`config.mk`:
```
export PLATFORM = sky130hd
export DESIGN_NAME = alu_arbiter_flat
export DESIGN_NICKNAME = d
export VERILOG_FILES = /design/src/rtl/alu_pkg.sv /design/src/rtl/alu_arbiter_if.sv /design/src/rtl/alu_arbiter_rr_arbiter2.sv /design/src/rtl/alu_arbiter.sv /design/src/flat_wrapper.sv
export SDC_FILE = /design/constraint.sdc
export NUM_CORES = 1
export LEC_CHECK = 0
export BUFFER_PORTS_ARGS = -buffer_cell sky130_fd_sc_hd__buf_4
export CAP_MARGIN = 15
export CORE_AREA = 10 10 179 181
export DETAILED_ROUTE_END_ITERATION = 7
export DIE_AREA = 0 0 189 191
export GPL_TIMING_DRIVEN = 0
export PLACE_DENSITY = 0.56
export SKIP_LAST_GASP = 1
export SLEW_MARGIN = 25
export SYNTH_ARGS = -nofsm -noshare
export SYNTH_HDL_FRONTEND = slang
export SYNTH_SLANG_ARGS = --single-unit
export TNS_END_PERCENT = 20
```
`constraint.sdc`:
```
create_clock -name clk -period 1.9 [get_ports clk]
set_input_delay 0.285 -clock clk [delete_from_list [all_inputs] [get_ports clk]]
set_output_delay 0.285 -clock clk [all_outputs]
set_load 0.03 [all_outputs]
```
`src/rtl/alu_pkg.sv`:
```
// Shared types and constants for the two-requester ALU arbiter.
// Pulled into the interface, the RTL modules and the bench with import alu_pkg::*.
package alu_pkg;

  localparam int NUM_REQ = 2;
  localparam int DATA_W  = 32;

  typedef enum logic [1:0] {
    ADD = 2'd0,
    SUB = 2'd1,
    MUL = 2'd2,
    DIV = 2'd3
  } opcode_t;

  // Operand-B source selector seen by the arithmetic unit.
  localparam logic [1:0] MOVI_REG_B = 2'd0;
  localparam logic [1:0] MOVI_MEM   = 2'd1;
  localparam logic [1:0] MOVI_IMM   = 2'd2;

  typedef enum logic [1:0] {
    ST_IDLE  = 2'd0,
    ST_ISSUE = 2'd1,
    ST_WAIT  = 2'd2,
    ST_RESP  = 2'd3
  } arb_state_t;

  function automatic logic [NUM_REQ-1:0] onehot_req(input logic idx);
    return idx ? 2'b10 : 2'b01;
  endfunction

endpackage

```
`src/rtl/alu_arbiter_if.sv`:
```
// Bus between the requesters/arithmetic unit (master side) and the arbiter (slave side).
interface alu_arbiter_if;
  import alu_pkg::*;

  // Handshake rule for both req_* and rsp_*: a transfer happens on the rising edge
  // where valid and ready are both 1. A raised valid, and the payload that goes with
  // it, is held by its source until that transfer.
  logic [NUM_REQ-1:0]             req_valid;
  logic [NUM_REQ-1:0]             req_ready;
  logic [NUM_REQ-1:0][1:0]        req_op_code;
  logic [NUM_REQ-1:0][1:0]        req_movi;
  logic [NUM_REQ-1:0][DATA_W-1:0] req_reg_a;
  logic [NUM_REQ-1:0][DATA_W-1:0] req_reg_b;
  logic [NUM_REQ-1:0][DATA_W-1:0] req_mem;
  logic [NUM_REQ-1:0][DATA_W-1:0] req_imm;

  logic [NUM_REQ-1:0]             rsp_valid;
  logic [NUM_REQ-1:0]             rsp_ready;
  logic [DATA_W-1:0]              rsp_data;
  logic                           rsp_err;

  logic                           au_act;
  logic [1:0]                     au_op_code;
  logic [1:0]                     au_movi;
  logic [DATA_W-1:0]              au_reg_a;
  logic [DATA_W-1:0]              au_reg_b;
  logic [DATA_W-1:0]              au_mem;
  logic [DATA_W-1:0]              au_imm;
  logic [DATA_W-1:0]              au_data;
  logic                           au_data_valid;
  logic                           au_rst;

  modport master (
    output req_valid, req_op_code, req_movi, req_reg_a, req_reg_b, req_mem, req_imm,
    output rsp_ready, au_data, au_data_valid,
    input  req_ready, rsp_valid, rsp_data, rsp_err,
    input  au_act, au_op_code, au_movi, au_reg_a, au_reg_b, au_mem, au_imm, au_rst
  );

  modport slave (
    input  req_valid, req_op_code, req_movi, req_reg_a, req_reg_b, req_mem, req_imm,
    input  rsp_ready, au_data, au_data_valid,
    output req_ready, rsp_valid, rsp_data, rsp_err,
    output au_act, au_op_code, au_movi, au_reg_a, au_reg_b, au_mem, au_imm, au_rst
  );

endinterface

```
`src/rtl/alu_arbiter_rr_arbiter2.sv`:
```
// Two-way round-robin grant: on a tie, the requester not granted last time wins.
module rr_arbiter2 (
  input  logic [1:0] req,
  input  logic       last,
  output logic       gnt_valid,
  output logic       gnt_idx
);

  always_comb begin
    gnt_valid = |req;
    gnt_idx   = 1'b0;
    case (req)
      2'b01:   gnt_idx = 1'b0;
      2'b10:   gnt_idx = 1'b1;
      2'b11:   gnt_idx = ~last;
      default: gnt_idx = 1'b0;
    endcase
  end

endmodule

```
`src/rtl/alu_arbiter.sv`:
```
// Shares one arithmetic unit between two requesters, one operation in flight at a time,
// with a timeout that answers with an error and pulses au_rst when the unit goes silent.
module alu_arbiter
  import alu_pkg::*;
#(
  parameter int TIMEOUT = 8
) (
  input  logic         clk,
  input  logic         rst,
  alu_arbiter_if.slave bus,
  output arb_state_t   dbg_state
);

  localparam int CNT_W = $clog2(TIMEOUT + 1);

  arb_state_t          state_q, state_d;
  logic                last_q, last_d;
  logic                gnt_q, gnt_d;
  logic [CNT_W-1:0]    cnt_q, cnt_d, cnt_inc;
  logic [NUM_REQ-1:0]  rsp_valid_q, rsp_valid_d;
  logic [DATA_W-1:0]   rsp_data_q, rsp_data_d;
  logic                rsp_err_q, rsp_err_d;
  logic                au_act_q, au_act_d;
  logic                au_rst_q, au_rst_d;
  opcode_t             op_q, op_d;
  logic [1:0]          movi_q, movi_d;
  logic [DATA_W-1:0]   a_q, a_d, b_q, b_d, mem_q, mem_d, imm_q, imm_d;
  logic [NUM_REQ-1:0]  req_ready_c;
  logic                gnt_valid, gnt_idx;

  rr_arbiter2 u_rr (
    .req       (bus.req_valid),
    .last      (last_q),
    .gnt_valid (gnt_valid),
    .gnt_idx   (gnt_idx)
  );

  assign cnt_inc = cnt_q + 1'b1;

  always_comb begin
    state_d     = state_q;
    last_d      = last_q;
    gnt_d       = gnt_q;
    cnt_d       = cnt_q;
    rsp_valid_d = rsp_valid_q;
    rsp_data_d  = rsp_data_q;
    rsp_err_d   = rsp_err_q;
    au_act_d    = 1'b0;
    au_rst_d    = 1'b0;
    op_d        = op_q;
    movi_d      = movi_q;
    a_d         = a_q;
    b_d         = b_q;
    mem_d       = mem_q;
    imm_d       = imm_q;
    req_ready_c = '0;
    case (state_q)
      ST_IDLE: begin
        if (gnt_valid) begin
          req_ready_c = onehot_req(gnt_idx);
          gnt_d       = gnt_idx;
          last_d      = gnt_idx;
          op_d        = opcode_t'(bus.req_op_code[gnt_idx]);
          movi_d      = bus.req_movi[gnt_idx];
          a_d         = bus.req_reg_a[gnt_idx];
          b_d         = bus.req_reg_b[gnt_idx];
          mem_d       = bus.req_mem[gnt_idx];
          imm_d       = bus.req_imm[gnt_idx];
          au_act_d    = 1'b1;
          state_d     = ST_ISSUE;
        end
      end
      ST_ISSUE: begin
        cnt_d   = '0;
        state_d = ST_WAIT;
      end
      ST_WAIT: begin
        if (bus.au_data_valid) begin
          rsp_data_d  = bus.au_data;
          rsp_err_d   = 1'b0;
          rsp_valid_d = onehot_req(gnt_q);
          state_d     = ST_RESP;
        end else if (cnt_inc == CNT_W'(TIMEOUT)) begin
          // Unit went silent: answer with an error and reset it for the next request.
          rsp_data_d  = '0;
          rsp_err_d   = 1'b1;
          rsp_valid_d = onehot_req(gnt_q);
          au_rst_d    = 1'b1;
          state_d     = ST_RESP;
        end else begin
          cnt_d = cnt_inc;
        end
      end
      ST_RESP: begin
        if (bus.rsp_ready[gnt_q]) begin
          rsp_valid_d = '0;
          state_d     = ST_IDLE;
        end
      end
      default: state_d = ST_IDLE;
    endcase
  end

  always_ff @(posedge clk) begin
    if (rst) begin
      state_q     <= ST_IDLE;
      last_q      <= 1'b1;
      gnt_q       <= 1'b0;
      cnt_q       <= '0;
      rsp_valid_q <= '0;
      rsp_data_q  <= '0;
      rsp_err_q   <= 1'b0;
      au_act_q    <= 1'b0;
      au_rst_q    <= 1'b1;
      op_q        <= ADD;
      movi_q      <= '0;
      a_q         <= '0;
      b_q         <= '0;
      mem_q       <= '0;
      imm_q       <= '0;
    end else begin
      state_q     <= state_d;
      last_q      <= last_d;
      gnt_q       <= gnt_d;
      cnt_q       <= cnt_d;
      rsp_valid_q <= rsp_valid_d;
      rsp_data_q  <= rsp_data_d;
      rsp_err_q   <= rsp_err_d;
      au_act_q    <= au_act_d;
      au_rst_q    <= au_rst_d;
      op_q        <= op_d;
      movi_q      <= movi_d;
      a_q         <= a_d;
      b_q         <= b_d;
      mem_q       <= mem_d;
      imm_q       <= imm_d;
    end
  end

  // The grant is combinational, so it is masked while reset is asserted.
  assign bus.req_ready  = rst ? '0 : req_ready_c;
  assign bus.rsp_valid  = rsp_valid_q;
  assign bus.rsp_data   = rsp_data_q;
  assign bus.rsp_err    = rsp_err_q;
  assign bus.au_act     = au_act_q;
  assign bus.au_rst     = au_rst_q;
  assign bus.au_op_code = op_q;
  assign bus.au_movi    = movi_q;
  assign bus.au_reg_a   = a_q;
  assign bus.au_reg_b   = b_q;
  assign bus.au_mem     = mem_q;
  assign bus.au_imm     = imm_q;
  assign dbg_state      = state_q;

endmodule

```
`src/flat_wrapper.sv`:
```
// flat-port wrapper written by rule: the top's interface ports become plain ports
module alu_arbiter_flat import alu_pkg::*;
#(
  parameter int TIMEOUT = 8
)
  (clk, rst, dbg_state, bus_req_valid, bus_req_op_code, bus_req_movi, bus_req_reg_a, bus_req_reg_b, bus_req_mem, bus_req_imm, bus_rsp_ready, bus_au_data, bus_au_data_valid, bus_req_ready, bus_rsp_valid, bus_rsp_data, bus_rsp_err, bus_au_act, bus_au_op_code, bus_au_movi, bus_au_reg_a, bus_au_reg_b, bus_au_mem, bus_au_imm, bus_au_rst);
  alu_arbiter_if bus_i ();
  input  logic clk;
  input  logic rst;
  output arb_state_t dbg_state;
  input wire logic [$bits(bus_i.req_valid)-1:0] bus_req_valid;
  input wire logic [$bits(bus_i.req_op_code)-1:0] bus_req_op_code;
  input wire logic [$bits(bus_i.req_movi)-1:0] bus_req_movi;
  input wire logic [$bits(bus_i.req_reg_a)-1:0] bus_req_reg_a;
  input wire logic [$bits(bus_i.req_reg_b)-1:0] bus_req_reg_b;
  input wire logic [$bits(bus_i.req_mem)-1:0] bus_req_mem;
  input wire logic [$bits(bus_i.req_imm)-1:0] bus_req_imm;
  input wire logic [$bits(bus_i.rsp_ready)-1:0] bus_rsp_ready;
  input wire logic [$bits(bus_i.au_data)-1:0] bus_au_data;
  input wire logic [$bits(bus_i.au_data_valid)-1:0] bus_au_data_valid;
  output wire logic [$bits(bus_i.req_ready)-1:0] bus_req_ready;
  output wire logic [$bits(bus_i.rsp_valid)-1:0] bus_rsp_valid;
  output wire logic [$bits(bus_i.rsp_data)-1:0] bus_rsp_data;
  output wire logic [$bits(bus_i.rsp_err)-1:0] bus_rsp_err;
  output wire logic [$bits(bus_i.au_act)-1:0] bus_au_act;
  output wire logic [$bits(bus_i.au_op_code)-1:0] bus_au_op_code;
  output wire logic [$bits(bus_i.au_movi)-1:0] bus_au_movi;
  output wire logic [$bits(bus_i.au_reg_a)-1:0] bus_au_reg_a;
  output wire logic [$bits(bus_i.au_reg_b)-1:0] bus_au_reg_b;
  output wire logic [$bits(bus_i.au_mem)-1:0] bus_au_mem;
  output wire logic [$bits(bus_i.au_imm)-1:0] bus_au_imm;
  output wire logic [$bits(bus_i.au_rst)-1:0] bus_au_rst;
  assign bus_i.req_valid = bus_req_valid;
  assign bus_i.req_op_code = bus_req_op_code;
  assign bus_i.req_movi = bus_req_movi;
  assign bus_i.req_reg_a = bus_req_reg_a;
  assign bus_i.req_reg_b = bus_req_reg_b;
  assign bus_i.req_mem = bus_req_mem;
  assign bus_i.req_imm = bus_req_imm;
  assign bus_i.rsp_ready = bus_rsp_ready;
  assign bus_i.au_data = bus_au_data;
  assign bus_i.au_data_valid = bus_au_data_valid;
  assign bus_req_ready = bus_i.req_ready;
  assign bus_rsp_valid = bus_i.rsp_valid;
  assign bus_rsp_data = bus_i.rsp_data;
  assign bus_rsp_err = bus_i.rsp_err;
  assign bus_au_act = bus_i.au_act;
  assign bus_au_op_code = bus_i.au_op_code;
  assign bus_au_movi = bus_i.au_movi;
  assign bus_au_reg_a = bus_i.au_reg_a;
  assign bus_au_reg_b = bus_i.au_reg_b;
  assign bus_au_mem = bus_i.au_mem;
  assign bus_au_imm = bus_i.au_imm;
  assign bus_au_rst = bus_i.au_rst;
  alu_arbiter #(.TIMEOUT(TIMEOUT)) u_core (.clk(clk), .rst(rst), .bus(bus_i), .dbg_state(dbg_state));
endmodule
```
# == Yosys cells after proc, flatten, opt, wreduce, memory -nomap -nowiden ==
# Cells that the tools add are included.
# word_totals
regBits,177
in_bits,303
output_inout_bits,173
# op_classes
add_sub_neg,1
magnitude_cmp,2
n_eq_ne,11
n_mux,39
bitwise,2
n_reduce_logical,11
# ops
cell,n
$mux 32,10
$mux 2,15
$reduce_and 3->1,3
$eq 2x2->1 const B,4
$mux 1,8
$mux 4,2
$pmux 2 s4,1
$pmux 4 s2,1
$reduce_bool 2->1,3
$add 4x1->4 const B,1
$eq 4x4->1 const B,1
$lt 1x2->1 const B,2
$ne 2x1->1 const B,2
$ne 2x2->1 const B,2
$pmux 2 s2,1
$reduce_and 2->1,2
$reduce_or 2->1,2
$ne 3x2->1 const B,1
$eq 2x1->1 const B,1
$logic_not 2->1,1
$not 1->1,2
$pmux 1 s2,1

# == Longest topological paths before layout ==
# Gate-level depths: netlist of run 1.
# logic_depth
depth_word,6
depth_mapped,7
ltp_nobuf,6

# == Modules after synthesis ==
# From an unflattened synthesis of run 1, not the netlist that was laid out.
# hier_totals
cells_unflattened,724
hier_area_um2,7035.5
# modules_own_cells
mod,instances,cells_each,area_per_inst_um2,seq_area_each_um2
alu_arbiter,1,722,7021.7,3543.4
rr_arbiter2,1,2,13.8,0.0

# == Worst setup path before layout of run 1 ==
# Ideal clock, no wire load.
# synth_timing
path_type,register -> output
start,"reg u_core.state_q[1], in the netlist u_core.dbg_state[1]"
end,out bus_req_ready[0]
arrival_time_ps,1605
required_time_ps,1615
path_slack_ps,10
stages_incl_launch_ff,5
path_buffers,0
path_cell_list,dfxtp_1 > inv_1 > ha_1 > o21ai_0 > nor3_1
# synth_between
elab_chain_len,3
# synth_lines
element,line,text
from (decl),alu_arbiter.sv:16,"arb_state_t state_q, state_d;"
from (signal assigned),alu_arbiter.sv:122,state_q <= state_d;
$logic_not 2->1,alu_arbiter.sv:57,case (state_q)
$mux 2,alu_arbiter.sv:57,
$mux 2,alu_arbiter.sv:141,assign bus.req_ready = rst ? '0 : req_ready_c;
to (decl),flat_wrapper.sv:21,output wire logic [$bits(bus_i.req_ready)-1:0] bus_req_ready;
# No other way between the ends.

# == Worst setup path in the final report of run 1 ==
# Ends and elaborated chain as after synthesis.

==> results of run 1 <==
synth_stat cells:
cell	number	area [um^2]
a211oi_1	134	1010
a31oi_1	2	12.5
a21oi_2	1	8.76
nor3b_1	1	7.51
nor2b_1	2	12.5
ha_1	7	87.6
a21o_1	1	7.51
and2_1	1	6.26
o2111ai_1	1	8.76
a21boi_2	1	11.3
buf_4	8	60.1
nand4b_1	2	17.5
nand2b_1	1	6.26
o21ai_2	1	8.76
o21ai_0	2	10.0
a32o_1	1	10.0
buf_6	10	113
or2_2	1	6.26
nor3_1	2	10.0
a221oi_1	1	8.76
a22oi_1	1	7.51
o2bb2ai_1	1	8.76
o211ai_2	1	12.5
or2_0	1	6.26
buf_2	13	65.1
a22o_1	32	280
a21oi_4	2	32.5
nand2_1	8	30.0
inv_1	5	18.8
nor2_1	140	526
o21bai_1	1	7.51
dfxtp_1	177	3540
clkbuf_1	36	135
o211ai_1	1	7.51
nand3_1	4	20.0
and4_1	1	8.76
a21oi_1	10	50.1
mux2i_1	133	1330
worst max path at each step:
stage | end | slack [ns] | depth (start not counted)
2_1_floorplan | bus_req_ready[0] | 0.01 | 4
3_3_place_gp | u_core.bus.au_reg_a[17] | -0.26 | 7
3_5_place_dp | u_core.bus.au_reg_a[17] | -0.32 | 7
4_1_cts | u_core.bus.rsp_data[21] | -0.01 | 7
5_1_grt | u_core.bus.au_reg_b[13] | -0.05 | 7
6_report | bus_req_ready[0] | 0.08 | 5
report_power, final:
part           switching, mW  internal [mW]
clock network           1.69           1.78
logic                   5.06           3.05
registers              0.593           4.77
cells by family (layout without fill, tap and decap cells):
kind of cell    after synthesis  in the layout  synth area share (%)
flops                       177            177                  47.2
fa+ha+maj                     7              7                  1.17
compound gates              194            194                  20.0
mux                         133            133                  17.7
simple gates                164            164                  8.75
buf+inv                      72            588                  5.21
other cells                   0              1                     0
metrics by stage:
stage | cells | area [um^2] | hold slack, ns
CTS | 1642 | 12200 | 0.0417
finish | 1648 | 12300 | 0.0692
global placement | 1606 | 11600 | 0.458
detailed placement | 1606 | 11600 | 0.457
global route | 1648 | 12300 | 0.0402
floorplan | 747 | 7510 | 0.387
repair_timing:
action,CTS,global route
setup buffers,5,3
setup endpoints to repair,164,82
gates cloned,0,2
pin swaps,0,2
gates resized for setup,33,10
registers in the layout, summed over array words and instances (netlist names):
signal,cells
u_core.bus.au_reg_a,32
u_core.bus.au_movi,2
u_core.cnt_q,4
u_core.bus.au_mem,32
u_core.bus.au_op_code,2
u_core.bus.au_act,1
u_core.bus.au_imm,32
u_core.gnt_q,1
u_core.last_q,1
u_core.bus.rsp_data,32
u_core.bus.rsp_valid,2
u_core.dbg_state,2
u_core.bus.au_reg_b,32
u_core.bus.au_rst,1
u_core.bus.rsp_err,1
cells in the final DEF, fill, tap and decap left out, types with 2 or more instances in the layout:
master and n:
buf_6 9, mux2i_1 133, o21ai_2 2, clkinv_4 2, a31oi_1 2, buf_2 11
clkinv_8 2, clkbuf_16 17, clkbuf_1 16, buf_4 493, inv_1 3, a21oi_4 3
nand2_1 8, clkbuf_2 19, nor2_1 139, inv_2 2, nor3_1 2, inv_6 5
clkinv_2 2, nand4b_1 2, nor2b_1 2, nand3_1 4, a211oi_1 134, dfxtp_1 174
ha_1 5, a22o_1 32, a21oi_1 10, dfxtp_2 3, inv_8 3, clkbuf_4 2
layout make-up:
class | count | share of cell area (%)
Tap cell | 384 | 3.91
Inverter | 5 | 0.153
Multi-Input combinational cell | 498 | 29.4
Clock buffer | 18 | 3.57
Buffer | 66 | 3.39
Clock inverter | 14 | 1.12
Antenna cell | 1 | 0.0204
Timing Repair Buffer | 485 | 29.6
Sequential cell | 177 | 28.9
routing by layer:
metal	share of wire (%)	up-vias	routed length, um
li1	-	3746	-
met4	1.9	0	629
met1	40	3489	13300
met5	0	-	0
met3	7.3	27	2440
met2	51	282	17100
worst max-delay path, stage by stage (launching register included):
cell	delay [ns]
dfxtp_1	0.35
inv_2	0.11
ha_4	0.17
o21ai_2	0.10
nor3_1	0.16
buf_4	0.20
==> reports/results.md, run 1 <==
| Stage | Metric | This run |
|:---|:---|:---|
| outcome | Status | finished clean |
| timing | Setup repair after global routing missed its margin | yes |
| grt | First-pass GRT wire length | 48900 um |
| timing | Highest achievable clock rate | 549 MHz |
| timing | Final worst setup slack | 0.0784 ns |
| worst setup path | Setup slack on the worst flop-to-flop path | 0.11 ns |
| worst setup path | Max FO, Critical Path | 6 |
| timing | Layout Skew | 0.0110 ns |
| grt | Via count of the first global-routing pass | 8155 |
| grt | GRT met2 Usage | 31.1% |
| routing | First drt pass iteration count | 4 |
| timing | Worst Tran Pin Value | 0.778 ns |
| cells and area | Fill cell total of the finished layout | 2869 |
| worst setup path | Worst-case reg-to-reg path depth | 8 |
| floorplan | Starting utilization of the core area | 26.4% |
| cells and area | Final net count | 1560 |
| cells and area | Area added between synthesis and finish | 63.7% |
| grt | Global-route track usage on met1 | 19.8% |
| clock network | Clock Latency Late Sink | 0.43 ns |
| routing | Final wirelength | 33500 um |
| synthesis | Synthesis-stage register bit count | 177 |
| pwr | LEAKAGE | 5.64 nW |
| min path | Worst Hold End | u_core.bus.rsp_data[24] |
| floorplan | IO Count | 476 |
| routing | Number of vias in the routed layout | 7544 |
| cells and area | Layout cells sized above 1 | 46.2% |
| placement | Port Buffers | 475 |
| cells and area | Share of the core filled with cells | 43.2% |
| floorplan | Floorplan row count | 62 |
| worst setup path | Worst Path Arrival | 1.54 ns |
| clock network | Clock buffer count from CTS | 17 |
| grt | Fraction of met3 tracks used by global routing | 5.36% |
| worst setup path | Nature of the critical path endpoint | output port |
| grt | Most utilized layer in the global route result | met2 |
| timing | Setup tns final | 0 ns |
| worst setup path | Kind of start point of the critical path | flop |
| worst setup path | Terminus of the critical flop-to-flop path | u_core.bus.rsp_data[19] |
| synthesis | Post-synthesis instance area | 7510 um^2 |
| routing | Average vias per placed instance | 4.58 |
| cells and area | Flip-flop and latch area | 3550 um^2 |
| pwr | Cell Pwr Density | 1380 nW/um^2 |
| synthesis | Synthesized area divided by synthesized cell count | 10.1 um^2 |
| timing | Final Hold Fails | 0 |
| clock network | Number of levels in the clock H-tree | 4 |
| floorplan | Die height | 191 um |
| timing | Max-slew violation total from the final report | 0 |
| min path | Kind of path behind the tightest hold check | input port to flop |
| synthesis | Mapped Nets | 1057 |
| grt | Total routing resource utilization after global routing | 17.5% |
| min path | Startpoint of the lowest-slack hold path | bus_au_data[24] |
| clock network | Number of buffers inserted for hold repair after clock tree synthesis | 0 |
| floorplan | Total die area | 36100 um^2 |
| synthesis | Warnings, synthesis | 0 |
| clock network | TritonCTS clock tree | yes |
| grt | GRT overflow | 0 |
| cells and area | Multi-input combinational cell area | 3610 um^2 |
| clock network | Clock Tree Root | clkbuf_16 |
| pwr | IR Drop Worst-Case VDD | 0.530 mV |
| floorplan | Core ar. | 28500 um^2 |
| routing | Antenna-violating nets left | 0 |
| timing | Number of endpoints failing setup at the final stage | 0 |
| worst setup path | CP Data Required Time | 1.62 ns |
| placement | GPL Wtd Cong | 0.837 |
| timing | Post-layout minimum cycle time | 1.82 ns |
| grt | Antenna violations before repair | 1 |
| clock network | Clock-pin slew of the registers on the worst-case setup and hold paths | 0.08 ns |
| job | Reported max-cap violation count | 0 |
| clock network | CTS sink cnt | 177 |
| worst setup path | Category of the critical setup timing path | flop to output port |
| synthesis | Post-synthesis instance total | 747 |
| timing | Worst slew slack as a fraction of its limit | 48.2% |
| worst setup path | Critical path startpoint | u_core.dbg_state[1] |
| placement | Final HPWL from detailed placement | 27100 um |
| min path | Hold Path Stages | 2 |
| timing | Part of the cycle the worst path needs | 95.9% |
| placement | Post-placement setup slack | -0.318 ns |
| grt | Pin count of the biggest net entering global routing | 19 |
| pwr | Total power draw | 16.9 mW |
| routing | Final routed wire length divided by cell count | 20.3 um |
| synthesis | Seq/Total Area, Yosys | 47.2% |
| routing | Post-route DRC | 0 |
| synthesis | Distinct cell type count of the synthesized netlist | 38 |
| routing | Number of DRC markers in iteration 0 | 257 |
| floorplan | Overall die width | 189 um |
| clock network | Maximum clock path buffer count | 2 |
| worst setup path | Launching point of the worst reg2reg path | u_core.cnt_q[0] |
(Power assumes the default switching activity.)
==> inputs of run 2 (changes only) <==
PLACE_DENSITY = 0.52   (was 0.56)
==> run 2 against run 1 <==
Routed wire length grew 2.4%. Power grew 1.8%. Critical endpoint is now bus_req_ready[1]. Clock power grew 5.7%. Via count shrank 0.73%. Die area is the same. Sequential power is essentially flat. Worst setup slack lost 0.013 ns.
==> reports/results.md, run 2 (synthesis gave the netlist of run 1 again) <==
| Stage | Metric | This run |
|:---|:---|:---|
| outcome | Status | finished clean |
| routing | Post-route DRC | 0 |
| cells and area | Most common cell after layout, fill and taps aside | buf_4 |
| placement | Port Buffers | 475 |
| pwr | LEAKAGE | 5.64 nW |
| floorplan | IO Count | 476 |
| worst setup path | Setup slack on the worst flop-to-flop path | 0.10 ns |
| timing | Setup repair after global routing missed its margin | yes |
| grt | Via count of the first global-routing pass | 7990 |
| pwr | Part of the power in the clock network | 21.3% |
| placement | GPL Wtd Cong | 0.816 |
| worst setup path | CP Data Required Time | 1.62 ns |
| floorplan | Floorplan row count | 62 |
| worst setup path | Critical path startpoint | u_core.last_q |
| pwr | Internal power | 9.77 mW |
| cells and area | Area added between synthesis and finish | 64.2% |
| timing | Final Hold Fails | 0 |
| routing | Average vias per placed instance | 4.56 |
| clock network | Clock buffer count from CTS | 17 |
| min path | Hold Path Stages | 2 |
| pwr | Cell Pwr Density | 1400 nW/um^2 |
| routing | Antenna-violating nets left | 0 |
| grt | Total routing resource utilization after global routing | 18.0% |
| floorplan | Overall die width | 189 um |
| clock network | CTS sink cnt | 177 |
| clock network | TritonCTS clock tree | yes |
| cells and area | Flip-flop and latch area | 3550 um^2 |
| timing | Final worst setup slack | 0.0654 ns |
| cells and area | Fill cell total of the finished layout | 2869 |
| floorplan | Core ar. | 28500 um^2 |
| cells and area | Layout cells sized above 1 | 46.1% |
| worst setup path | Max FO, Critical Path | 8 |
| routing | Number of vias in the routed layout | 7489 |
| placement | Post-Place Cells | 1606 |
| worst setup path | Launching point of the worst reg2reg path | u_core.last_q |
| min path | Worst Hold End | u_core.bus.rsp_data[22] |
| timing | Post-layout minimum cycle time | 1.83 ns |
| cells and area | Final net count | 1554 |
| job | Reported max-cap violation count | 0 |
| clock network | Clock-pin slew of the registers on the worst-case setup and hold paths | 0.08 ns |
| floorplan | Starting utilization of the core area | 26.4% |
| worst setup path | Kind of start point of the critical path | flop |
| grt | Pin count of the biggest net entering global routing | 20 |
| min path | Startpoint of the lowest-slack hold path | bus_au_data[22] |
| cells and area | Final Cell Area | 12300 um^2 |
| worst setup path | Worst-case reg-to-reg path depth | 8 |
| min path | Kind of path behind the tightest hold check | input port to flop |
| placement | Final HPWL from detailed placement | 27900 um |
| cells and area | Commonest cells after routing, fill and taps aside | 486 x buf_4, 175 x dfxtp_1, 139 x nor2_1 |
| timing | Highest achievable clock rate | 545 MHz |
| worst setup path | Terminus of the critical flop-to-flop path | u_core.bus.au_reg_b[16] |
| placement | Post-placement setup slack | -0.298 ns |
| cells and area | # diodes | 0 |
| routing | Final wirelength | 34300 um |
| timing | Setup tns final | 0 ns |
| pwr | Switching part of the total power | 43.4% |
| routing | Number of DRC markers in iteration 0 | 242 |
| floorplan | Die height | 191 um |
| clock network | Clock Latency Late Sink | 0.44 ns |
| grt | First-pass GRT wire length | 50100 um |
| clock network | Clock Tree Root | clkbuf_16 |
| routing | First drt pass iteration count | 4 |
| cells and area | Multi-input combinational cell area | 3620 um^2 |
| timing | Worst slew slack as a fraction of its limit | 53.3% |
| cells and area | Share of the core filled with cells | 43.3% |
| clock network | Number of levels in the clock H-tree | 4 |
| grt | GRT overflow | 0 |
| cells and area | Post-Layout Cell Count | 1641 |
| clock network | Maximum clock path buffer count | 2 |
| timing | Worst Tran Pin Value | 0.701 ns |
| clock network | Number of buffers inserted for hold repair after clock tree synthesis | 0 |
| timing | Layout Skew | 0.0126 ns |
| timing | Part of the cycle the worst path needs | 96.6% |
| placement | Total cell area at the placement stage | 11600 um^2 |
| worst setup path | Category of the critical setup timing path | flop to output port |
| floorplan | Total die area | 36100 um^2 |
| timing | Number of endpoints failing setup at the final stage | 0 |
| pwr | Share of total power in combinational logic | 47.5% |
| worst setup path | Worst Path Arrival | 1.55 ns |
| pwr | Share of total power in sequential cells | 31.2% |
| timing | Max-slew violation total from the final report | 0 |
| grt | Antenna violations before repair | 0 |
| pwr | Net switching power figure | 7.48 mW |
| routing | Final routed wire length divided by cell count | 20.9 um |
| pwr | IR Drop Worst-Case VDD | 0.525 mV |
| worst setup path | Nature of the critical path endpoint | output port |
[run 2: cell count changes in the layout (fill, tap and decap cells not counted), sizes merged]
| cell | before | now |
|---|---|---|
| clkinvlp | 0 | 1 |
| inv | 13 | 12 |
| diode | 1 | 0 |
| bufinv | 0 | 1 |
| clkbuf | 55 | 59 |
| buf | 514 | 503 |
[run 2: what timing repair did]
| action | in CTS | in global routing |
|---|---|---|
| endpoints found under the setup margin | 164 | 162 |
| gates resized for setup | 32 | 23 |
| cloned | 0 | 0 |
| buffers inserted | 3 | 1 |
| hold endpoints to repair | 0 | 0 |
| pin swaps | 0 | 2 |
[run 2: how the worst max path moves through the flow]
stage          slack [ns]                      end
5_1_grt             -0.08         bus_req_ready[1]
3_5_place_dp        -0.30  u_core.bus.au_reg_b[25]
2_1_floorplan        0.01         bus_req_ready[0]
4_1_cts             -0.04  u_core.bus.rsp_data[26]
3_3_place_gp        -0.23  u_core.bus.au_reg_b[25]
6_report             0.07         bus_req_ready[1]
[run 2: area by class of cell]
| type | count | share of cell area, % |
|---|---|---|
| inverter | 5 | 0.152 |
| timing repair buffer | 479 | 29.3 |
| buffer | 66 | 3.59 |
| clock buffer | 17 | 3.45 |
| tap | 384 | 3.90 |
| sequential | 177 | 28.8 |
| clock inverter | 15 | 1.54 |
| multi-input combinational | 498 | 29.3 |
[run 2: metal layers]
metal	up-vias	global-route usage, %	wire, um
met2	268	31.9	17600
met1	3473	20.3	13600
met3	16	6.38	2730
li1	3732	-	-
met5	-	0	0
met4	0	4.09	341
[run 2: critical path, stage by stage (launching register included)]
cell and delay (ns):
dfxtp_2 0.33, a21boi_2 0.13, buf_6 0.19, buf_16 0.13, nand2_1 0.06, nor2_1 0.09, buf_4 0.18
[run 2: per-stage QoR]
| step | total power, mW | hold slack (ns) |
|---|---|---|
| 6_report | 17.3 | 0.0587 |
| 5_1_grt | 18.2 | 0.0335 |
| 4_1_cts | 17.4 | 0.0367 |
| 3_5_place_dp | 13.6 | 0.455 |
| 3_3_place_gp | 13.5 | 0.459 |
| 2_1_floorplan | 10.1 | 0.387 |
[run 2: power by group through the flow]
stage	sequential [mW]	clock [mW]	combinational, mW
final	5.38	3.68	8.19
after global placement	5.42	0	8.10
after CTS	5.38	3.78	8.24
after floorplan	7.39	0	2.69
after detailed placement	5.45	0	8.11
after global routing	5.51	3.92	8.80
==> inputs of run 3 (changes only) <==
BUFFER_PORTS_ARGS = not set   (was -buffer_cell sky130_fd_sc_hd__buf_4)
CORE_AREA = 10 10 176 178   (was 10 10 179 181)
DIE_AREA = 0 0 186 188   (was 0 0 189 191)
DONT_BUFFER_PORTS = 1   (was not set)
PLACE_DENSITY = 0.39   (was 0.52)
==> run 3 against run 2 <==
The run now ends with negative setup slack left. Critical endpoint is now bus_req_ready[0]. Count of clock-buffer cells in the layout increased by 2. Routed wire length decreased by 12%. First-iteration DRC count decreased by 16%. Register-to-register slack about the same. Utilization decreased by 11 points.
==> reports/results.md, run 3 (synthesis gave the netlist of run 1 again) <==
| Stage | Metric | This run |
|:---|:---|:---|
| outcome | Status | finished with violations |
| outcome | Violations in the final reports | negative setup slack |
| grt | Pin count of the biggest net entering global routing | 18 |
| timing | Post-layout minimum cycle time | 1.91 ns |
| floorplan | Core ar. | 27500 um^2 |
| placement | GPL Wtd Cong | 0.797 |
| routing | Number of vias in the routed layout | 6000 |
| cells and area | Share of the core filled with cells | 32.5% |
| job | Reported max-cap violation count | 0 |
| pwr | Share of total power in combinational logic | 24.9% |
| pwr | Share of total power in sequential cells | 52.3% |
| floorplan | Overall die width | 186 um |
| routing | Average vias per placed instance | 5.18 |
| min path | Kind of path behind the tightest hold check | input port to flop |
| pwr | IR Drop Worst-Case VDD | 0.593 mV |
| floorplan | Starting utilization of the core area | 27.3% |
| cells and area | Layout cells sized above 1 | 11.7% |
| grt | Total routing resource utilization after global routing | 16.4% |
| pwr | Internal power | 7.99 mW |
| routing | Final wirelength | 30200 um |
| pwr | Part of the power in the clock network | 22.9% |
| clock network | Clock buffer count from CTS | 17 |
| cells and area | Post-Layout Cell Count | 1159 |
| timing | Worst Tran Pin Value | 0.760 ns |
| worst setup path | Crit path buf inv count | 1 |
| grt | GRT overflow | 0 |
| grt | Via count of the first global-routing pass | 6666 |
| worst setup path | Max FO, Critical Path | 6 |
| pwr | Net switching power figure | 6.95 mW |
| timing | Final worst setup slack | -0.00934 ns |
| clock network | Clock-pin slew of the registers on the worst-case setup and hold paths | 0.07 ns |
| clock network | Number of levels in the clock H-tree | 4 |
| clock network | CTS sink cnt | 177 |
| timing | Worst slew slack as a fraction of its limit | 49.3% |
| floorplan | IO Count | 476 |
| routing | Number of DRC markers in iteration 0 | 203 |
| worst setup path | Worst Path Arrival | 1.62 ns |
| grt | Antenna violations before repair | 0 |
| floorplan | Total die area | 35000 um^2 |
| routing | Post-route DRC | 0 |
| cells and area | Fill cell total of the finished layout | 2794 |
| worst setup path | Highest cell delay on the worst timing path | 0.41 ns |
| clock network | Clock Latency Late Sink | 0.43 ns |
| timing | Number of endpoints failing setup at the final stage | 1 |
| worst setup path | CP Data Required Time | 1.62 ns |
| worst setup path | Cell Chain, Critical Path | inv_2 > ha_4 > o21ai_2 > nor3_4 |
| timing | Part of the cycle the worst path needs | 100% |
| pwr | LEAKAGE | 3.36 nW |
| placement | Port Buffers | 0 |
| routing | Antenna-violating nets left | 0 |
| floorplan | Die height | 188 um |
| timing | Max-slew violation total from the final report | 0 |
| pwr | Total power draw | 14.9 mW |
| worst setup path | Category of the critical setup timing path | flop to output port |
| cells and area | Flip-flop and latch area | 3550 um^2 |
| cells and area | Final net count | 1110 |
| timing | Highest achievable clock rate | 524 MHz |
| placement | Final HPWL from detailed placement | 24200 um |
| cells and area | Commonest cells after routing, fill and taps aside | 175 x dfxtp_1, 139 x nor2_1, 134 x a211oi_1 |
| clock network | TritonCTS clock tree | yes |
| pwr | Switching part of the total power | 46.5% |
| floorplan | Floorplan row count | 61 |
| worst setup path | Slowest stage cell on the critical path | dfxtp_4 |
| pwr | Cell Pwr Density | 1670 nW/um^2 |
| cells and area | # diodes | 0 |
| routing | Final routed wire length divided by cell count | 26.1 um |
| clock network | Maximum clock path buffer count | 2 |
| timing | Layout Skew | 0.0125 ns |
| cells and area | Area added between synthesis and finish | 19.1% |
| timing | Final Hold Fails | 0 |
| grt | First-pass GRT wire length | 43300 um |
| clock network | Clock Tree Root | clkbuf_16 |
| routing | First drt pass iteration count | 4 |
| cells and area | Most common cell after layout, fill and taps aside | dfxtp_1 |
| timing | Setup repair after global routing missed its margin | yes |
| worst setup path | Kind of start point of the critical path | flop |
| cells and area | Multi-input combinational cell area | 3620 um^2 |
| worst setup path | Nature of the critical path endpoint | output port |
| placement | Post-Place Cells | 1093 |
| worst setup path | Cell type group with the largest total delay on the critical path | flip-flops |
-- run 3: cell count changes in the layout (fill, tap and decap cells not counted), moves of 3 or more --
| cell | delta |
|---|---|
| clkinv_8 | -4 |
| buf_4 | -478 |
| clkbuf_2 | -5 |
| clkbuf_4 | -5 |
| inv_6 | +3 |
| buf_2 | +6 |
| dlygate4sd3_1 | +33 |
| clkbuf_1 | +7 |
-- run 3: path summary, 6_finish.rpt --
check                       from                 endpoint  slack, ns  depth (start not counted)
min             bus_req_valid[0]        u_core.bus.au_act       0.06                          2
min reg2reg         u_core.gnt_q  u_core.bus.rsp_valid[0]       0.55                          1
max reg2reg      u_core.cnt_q[0]  u_core.bus.rsp_valid[1]       0.09                          6
max          u_core.dbg_state[1]         bus_req_ready[0]     -0.009                          4
-- run 3: repair_timing --
item	CTS	global route
setup buffers	1	1
pin swaps	2	1
gates cloned	0	0
resized for setup	37	14
hold buffers	33	0
hold endpoints to repair	34	0
endpoints found under the setup margin	172	155
-- run 3: final cells by class --
type,count,share of cell area [%]
well taps,346,4.84
clock buffers,19,4.84
plain buffers,66,4.72
multi-input cells,498,40.5
flip-flops and latches,177,39.7
clock inverters,13,1.30
repair buffers,35,3.90
inverters,5,0.210
-- run 3: layer usage --
metal  GRT usage, %  part of all wire (%)  wire [um]  vias up
met3           7.29                    11       3300       19
met2           29.3                    51      15400      302
met4           4.06                   1.2        368        0
li1               -                     -          -     2836
met5              0                     0          0        -
met1           17.1                    37      11200     2843
-- run 3: power groups by stage --
stage	Sequential, mW	Combinational, mW	Clock (mW)
floorplan	7.39	2.69	0
detailed placement	7.95	3.52	0
global placement	7.97	3.41	0
CTS	7.88	3.73	3.53
global route	7.96	4.23	3.67
finish	7.81	3.71	3.42
-- run 3: per-stage QoR --
stage,hold slack [ns],TNS (ns),setup slack (ns),cell area [um^2]
4_1_cts,0.0296,-0.217,-0.0315,8910
2_1_floorplan,0.387,0,0.0105,7510
3_3_place_gp,0.400,-62.02,-0.481,7940
3_5_place_dp,0.404,-71.96,-0.579,7940
6_report,0.0648,-0.00934,-0.00934,8940
5_1_grt,0.0674,-0.754,-0.0756,8940
